==> config.mk <==
export PLATFORM = sky130hd
export DESIGN_NAME = piso_serializer_flat
export DESIGN_NICKNAME = d
export VERILOG_FILES = /design/src/rtl/piso_pkg.sv /design/src/rtl/piso_serializer_if.sv /design/src/rtl/piso_serializer.sv /design/src/flat_wrapper.sv
export SDC_FILE = /design/constraint.sdc
export NUM_CORES = 1
export LEC_CHECK = 0
export BUFFER_PORTS_ARGS = -buffer_cell sky130_fd_sc_hd__buf_2
export CORE_MARGIN = 5
export CORE_UTILIZATION = 47
export CTS_CLUSTER_SIZE = 30
export DETAILED_ROUTE_END_ITERATION = 10
export PLACE_DENSITY = 0.73
export SLEW_MARGIN = 30
export SYNTH_ARGS = -nofsm -noshare
export SYNTH_HDL_FRONTEND = slang
export SYNTH_SLANG_ARGS = --single-unit
==> constraint.sdc <==
create_clock -name clk -period 1 [get_ports clk]
set_input_delay 0.15 -clock clk [delete_from_list [all_inputs] [get_ports clk]]
set_output_delay 0.15 -clock clk [all_outputs]
set_load 0.01 [all_outputs]
==> src/rtl/piso_pkg.sv <==
// Shared types and constants for the parallel-in serial-out serializer.
package piso_pkg;

  // Default serial word width in bits.
  localparam int unsigned MsbDefault = 8;

  // Serializer control states.
  typedef enum logic [0:0] {
    StIdle,
    StShift
  } state_e;

endpackage

==> src/rtl/piso_serializer_if.sv <==
// Load/serial bus of the serializer: parallel load handshake in, serial bit stream out.
interface piso_serializer_if
  import piso_pkg::*;
#(
  parameter int unsigned MSB = MsbDefault
) ();

  logic           en;
  logic           dir;
  logic           load_valid;
  logic [MSB-1:0] load_data;
  logic           load_ready;
  logic           dout;
  logic           dout_valid;
  logic           busy;
  logic           done;

  // Producer side: offers words and paces the bit stream.
  modport master (
    output en, dir, load_valid, load_data,
    input  load_ready, dout, dout_valid, busy, done
  );

  // Serializer side.
  modport slave (
    input  en, dir, load_valid, load_data,
    output load_ready, dout, dout_valid, busy, done
  );

endinterface

==> src/rtl/piso_serializer.sv <==
// Parallel-in serial-out shift register with selectable bit order and enable-paced output.
module piso_serializer
  import piso_pkg::*;
#(
  parameter int unsigned MSB = MsbDefault
) (
  input logic             clk,
  input logic             rst,
  piso_serializer_if.slave bus
);

  localparam int unsigned CntW = $clog2(MSB + 1);

  state_e          state_q, state_d;
  logic [MSB-1:0]  shreg_q, shreg_d;
  logic [CntW-1:0] cnt_q, cnt_d;
  logic            dir_q, dir_d;
  logic            done_q, done_d;

  // State register; reset aborts any frame in progress without a done pulse.
  always_ff @(posedge clk or negedge rst) begin
    if (!rst) begin
      state_q <= StIdle;
      shreg_q <= '0;
      cnt_q   <= '0;
      dir_q   <= 1'b0;
      done_q  <= 1'b0;
    end else begin
      state_q <= state_d;
      shreg_q <= shreg_d;
      cnt_q   <= cnt_d;
      dir_q   <= dir_d;
      done_q  <= done_d;
    end
  end

  // Next-state: load in idle, shift toward the output end on each enabled cycle.
  always_comb begin
    state_d = state_q;
    shreg_d = shreg_q;
    cnt_d   = cnt_q;
    dir_d   = dir_q;
    done_d  = 1'b0;
    unique case (state_q)
      StIdle: begin
        if (bus.load_valid) begin
          state_d = StShift;
          shreg_d = bus.load_data;
          dir_d   = bus.dir;
          cnt_d   = CntW'(MSB);
        end
      end
      StShift: begin
        if (bus.en) begin
          // The final shift also flushes the register to zero and the counter to 0.
          shreg_d = dir_q ? {1'b0, shreg_q[MSB-1:1]} : {shreg_q[MSB-2:0], 1'b0};
          cnt_d   = cnt_q - CntW'(1);
          if (cnt_q == CntW'(1)) begin
            state_d = StIdle;
            done_d  = 1'b1;
          end
        end
      end
      default: state_d = StIdle;
    endcase
  end

  // Outputs decoded from registered state; done is itself registered.
  always_comb begin
    bus.load_ready = (state_q == StIdle);
    bus.busy       = (state_q == StShift);
    bus.dout_valid = (state_q == StShift);
    bus.dout       = (state_q == StShift) & (dir_q ? shreg_q[0] : shreg_q[MSB-1]);
    bus.done       = done_q;
  end

endmodule

==> src/flat_wrapper.sv <==
// flat-port wrapper written by rule: the top's interface ports become plain ports
module piso_serializer_flat import piso_pkg::*;
#(
  parameter int unsigned MSB = MsbDefault
)
  (clk, rst, bus_en, bus_dir, bus_load_valid, bus_load_data, bus_load_ready, bus_dout, bus_dout_valid, bus_busy, bus_done);
  piso_serializer_if #(.MSB(MSB)) bus_i ();
  input logic clk;
  input logic rst;
  input wire logic [$bits(bus_i.en)-1:0] bus_en;
  input wire logic [$bits(bus_i.dir)-1:0] bus_dir;
  input wire logic [$bits(bus_i.load_valid)-1:0] bus_load_valid;
  input wire logic [$bits(bus_i.load_data)-1:0] bus_load_data;
  output wire logic [$bits(bus_i.load_ready)-1:0] bus_load_ready;
  output wire logic [$bits(bus_i.dout)-1:0] bus_dout;
  output wire logic [$bits(bus_i.dout_valid)-1:0] bus_dout_valid;
  output wire logic [$bits(bus_i.busy)-1:0] bus_busy;
  output wire logic [$bits(bus_i.done)-1:0] bus_done;
  assign bus_i.en = bus_en;
  assign bus_i.dir = bus_dir;
  assign bus_i.load_valid = bus_load_valid;
  assign bus_i.load_data = bus_load_data;
  assign bus_load_ready = bus_i.load_ready;
  assign bus_dout = bus_i.dout;
  assign bus_dout_valid = bus_i.dout_valid;
  assign bus_busy = bus_i.busy;
  assign bus_done = bus_i.done;
  piso_serializer #(.MSB(MSB)) u_core (.clk(clk), .rst(rst), .bus(bus_i));
endmodule
# ---- Word-level counts from Yosys, hierarchy flattened
# Index checks and enable logic that the tools add are counted.
# Widths: inputs -> output; s select.
dict set report classes {
  n_mux 15
  n_reduce_logical 2
  add_sub_neg 1
  bitwise 2
  eq_ne 3
}
# op count
set ops {}
lappend ops {{$mux 8} 3}
lappend ops {{$pmux 8 s2} 1}
lappend ops {{$mux 4} 2}
lappend ops {{$pmux 4 s2} 1}
lappend ops {{$mux 1} 7}
lappend ops {{$eq 4x1->1 const B} 1}
lappend ops {{$ne 2x2->1 const B} 2}
lappend ops {{$reduce_and 2->1} 2}
lappend ops {{$sub 4x1->4 const B} 1}
lappend ops {{$pmux 1 s2} 1}
lappend ops {{$and 1x1->1} 1}
lappend ops {{$not 1->1} 1}
dict set report totals {
  regBits 15
  output_inout_bits 5
  in_bits 13
  wordCells 28
}

# ---- Depth between registers and ports, before layout
dict set report logic_depth {
  ltp_word 4
  ltp_mapped 5
  ltp_nobuf 5
}

# ---- Least setup slack after synthesis
# Ideal clock, no wire load.
dict set report synth_timing {
  path_type {reg2reg}
  start {register u_core.state_q (netlist: u_core.bus.busy)}
  end {register u_core.dir_q}
  slack_ns -0.153
  synth_period_minus_slack_ns 1.153
  stages_incl_launch_ff 4
  required_time_ns 0.875
  setup_time_ns 0.125
  n_path_buf 1
  arrival_ns 1.029
  cell_sequence {dfrtp_1 nor2b_1 buf_2 mux2_2}
}
dict set report synth_between {
  elab_chain_len 2
}
# element line_no
set synth_rtl {}
lappend synth_rtl {{start: declaration} piso_serializer.sv:14} ;# state_e state_q, state_d;
lappend synth_rtl {{start signal: assignment} piso_serializer.sv:23} ;# state_q <= StIdle;
lappend synth_rtl {{start signal: assignment} piso_serializer.sv:29} ;# state_q <= state_d;
lappend synth_rtl {{$not 1->1 (no source line)} --}
lappend synth_rtl {{$reduce_and 2->1 (no source line)} --}
lappend synth_rtl {{end signal: assignment} piso_serializer.sv:32} ;# dir_q <= dir_d;
lappend synth_rtl {{end: declaration} piso_serializer.sv:17} ;# logic dir_q, dir_d;
# No other way between the ends.
# A chain may end at the register's enable or synchronous reset.

# ---- Worst setup path after layout
dict set report layout_timing {
  start {register u_core.dir_q}
  end {output bus_dout}
}
dict set report layout_between {
  elab_chain_len 2
}
# element line_no
set layout_rtl {}
lappend layout_rtl {{$mux 1} piso_serializer.sv:73} ;# bus.dout = (state_q == StShift) & (dir_q ? shreg_q[0] : shreg_q[MSB-1]);
lappend layout_rtl {{$and 1x1->1} piso_serializer.sv:73}
lappend layout_rtl {{end: declaration} flat_wrapper.sv:15} ;# output wire logic [$bits(bus_i.dout)-1:0] bus_dout;
# No other way between the ends.

==> reports/metrics.yaml <==
ys_ff_latch: 15
synth_top_cell_by_area: "dfrtp_1"
violations: "negative setup slack"
synthTopCellsByArea: "dfrtp_1, mux2_2, nand2_1"
wl_per_cell_um: 15.28
drv_slew: 0
async_flop_share_pct: 100.0
final-instance-count-excl-fill: 147
place_inst: 135
grt_pass1_vias: 832
powerDensity_mw_per_mm2: 2292
post_synth.cell_area_avg_um2: 9.839
drc_errors: 0
grt_pass1_wl_mm: 3.594
setup_slack_ps: -290.5
clkSinkCount: 15
finalClockSkew_ps: 4.411
rows: 15
top_usage_layer: "met2"
setup_viol_count_final: 19
status: "finished, violations left"
nets: 138
hold_viol_final: 0
crit_path_cell_trace: "mux2i_1 > nor2_1 > buf_2"
die_h_um: 52.92
cts_tree: "yes"
critPathRequiredTime_ps: 850
portBuffers: 17
routed-via-count: 755
grt_use_met2_pct: 32.64
antenna_found_initial: 0
comb_power_share_pct: 51.8
fmax_mhz: 774.9
synth_ff_type: "dfrtp_1"
h-tree-depth: 1
vias_per_cell: 5.136
p_sw_uw: 1106
drive_gt1_share_pct: 59.84
wl_mm: 2.246
period_share_pct: 129.1
max_slew.worst_pin.slew_ps: 346.0
ys.warnings.count: 0
ys_types: 28
crit_family: "flip-flops"
syn_inst: 88
endpoint_kind: "output pin"
core_area_mm2: 0.001745
grt_util_met3_pct: 3.662
ios: 18
start_util_pct: 49.61
synth_edf_count: 0
numCtsBuffers: 3
place_ws_ps: -161.6
root_buffer: "clkbuf_4"
crit_path_top_delay_cell: "dfrtp_2"
power.leakage_uw: 0.0006088
swShare_pct: 37.48
routabilityCongestion: 0.8380
grt_usage_pct: 18.54
drv_cap: 0
grt_overflow: 0
hold_path.class: "input pin to flip-flop"
stdcell_area_mm2: 0.001287
worst-setup-path-type: "flip-flop to output pin"
grtUsageMet1_pct: 20.46
synthToLayoutAreaGrowth_pct: 48.70
post_dp_cell_area_mm2: 0.001037
n_fill_cell: 127
ant_nets: 0
place_hpwl_mm: 1.353
drt_iter0_drc: 11
critPathMaxFanout: 2
drtPass1Iterations: 4
cts_buffer_depth: 2
synth.net_count: 103
cp.arrival_ps: 1140
synth.top_cell.area_share_pct: 43.35
maxSlewHeadroom_pct: 76.94
die_area_mm2: 0.002801
worstSkewPairLatency_ps: 280
seq_power_share_pct: 36.4
rsz0062_at_grt: "yes"
cpPeakStageDelay_ps: 430
ys_seq_area_share_pct: 43.35
dieWidth_um: 52.92
intPower_uw: 1845
power_frac_clock_pct: 11.8
vdd_drop_max_v: 0.001314
cts.reportedPaths.clkPinSlew_ps: 90
synth_area_um2: 865.8
grt_max_degree: 16
crit_buf_inv: 1
antenna_cells: 0
startpoint_type: "flip-flop"
min_period_ps: 1291
==> synthesized netlist by cell type (2+ instances only) <==
cell	instances
buf_2	2
o21ai_0	9
mux2_2	7
buf_6	2
nand3_1	6
and2b_1	2
nor2_1	3
a31oi_1	2
inv_1	3
nor2b_1	3
a211oi_1	2
nand2_1	14
ha_1	2
a21oi_1	2
dfrtp_1	15
mux2i_1	2
==> cells in the final DEF (no fill, tap or decap), types with 3 or more instances in the layout <==
| cell type | synthesis | final |
|---|---|---|
| buf_2 | 2 | 14 |
| dfrtp_1 | 15 | 13 |
| buf_6 | 2 | 12 |
| nand2_1 | 14 | 9 |
| buf_4 | 1 | 8 |
| o21ai_2 | 0 | 6 |
| mux2_2 | 7 | 6 |
| nand2_2 | 0 | 5 |
| nand3_1 | 6 | 4 |
| o21ai_1 | 0 | 3 |
| clkbuf_4 | 0 | 3 |
==> layout make-up <==
class,instances,area [µm²],share of cell area [%]
inverter,3,13.76,1.069
timing repair buffer,36,290.3,22.55
tap,25,31.28,2.430
multi-input combinational,64,548.0,42.57
sequential,15,377.9,29.35
clock buffer,4,26.28,2.041
==> worst paths after layout <==
path | end | cells after the start | slack [ps] | startpoint
worst min register to register | u_core.shreg_q[5] | 2 | 540 | u_core.shreg_q[5]
worst max-delay path | bus_dout | 3 | -290 | u_core.dir_q
worst min-delay path | u_core.shreg_q[4] | 3 | 70 | bus_load_data[4]
worst max register to register | u_core.cnt_q[3] | 4 | -150 | u_core.cnt_q[0]
max in group asynchronous | u_core.bus.busy | 2 | 430 | rst
min in group asynchronous | u_core.shreg_q[2] | 2 | 300 | rst
==> power groups by stage <==
stage	registers [µW]	clock network (µW)	logic [µW]
after floorplan	1030	0	767
after global placement	1100	0	971
after detailed placement	1110	0	1000
after CTS	1050	363	1400
after global routing	1090	382	1670
final	1080	348	1530
==> sequential cells by signal, indices dropped and copies added (netlist names) <==
name	count
u_core.shreg_q	8
u_core.cnt_q	4
u_core.bus.busy	1
u_core.bus.done	1
u_core.dir_q	1
==> tightest hold or removal path: cells and delay by family <==
family / cells / cell delay, ps
and+or+nand+nor: 2 / 100
buffers and inverters: 1 / 70
==> through the flow <==
step / setup TNS [ps] / power [µW] / util, % / hold slack [ps]
after floorplan: -1011 / 1795 / - / -145.6
after global placement: -1415 / 2074 / 59.43 / 73.55
after detailed placement: -1647 / 2117 / 59.43 / 72.12
after CTS: -2138 / 2804 / 70.11 / 70.33
after global routing: -2975 / 3146 / 73.76 / 82.11
final: -2087 / 2951 / 73.76 / 71.25
==> logic make-up after synthesis <==
family          after synthesis  share of synthesized area, %
simple gates                 35                         23.41
compound gates               16                         10.55
flops                        15                         43.35
buf+inv                       9                         6.358
mux                           9                         11.42
xor+xnor                      2                         2.023
fa+ha+maj                     2                         2.890
==> per-layer routing <==
layer  up-vias  routed length, µm
met1       363                991
met3         7                 83
met5         -                  0
li1        370                  -
met4         0                 68
met2        15               1102
==> repair_timing <==
item / 4_1_cts / 5_1_grt
cloned: 1 / 0
hold endpoints to repair: 15 / 0
hold buffers: 1 / 0
pin swaps: 4 / 6
resized for setup: 35 / 18
endpoints found under the setup margin: 17 / 19
setup buffers: 6 / 1
No activity file was read; power rests on OpenSTA's default activity.
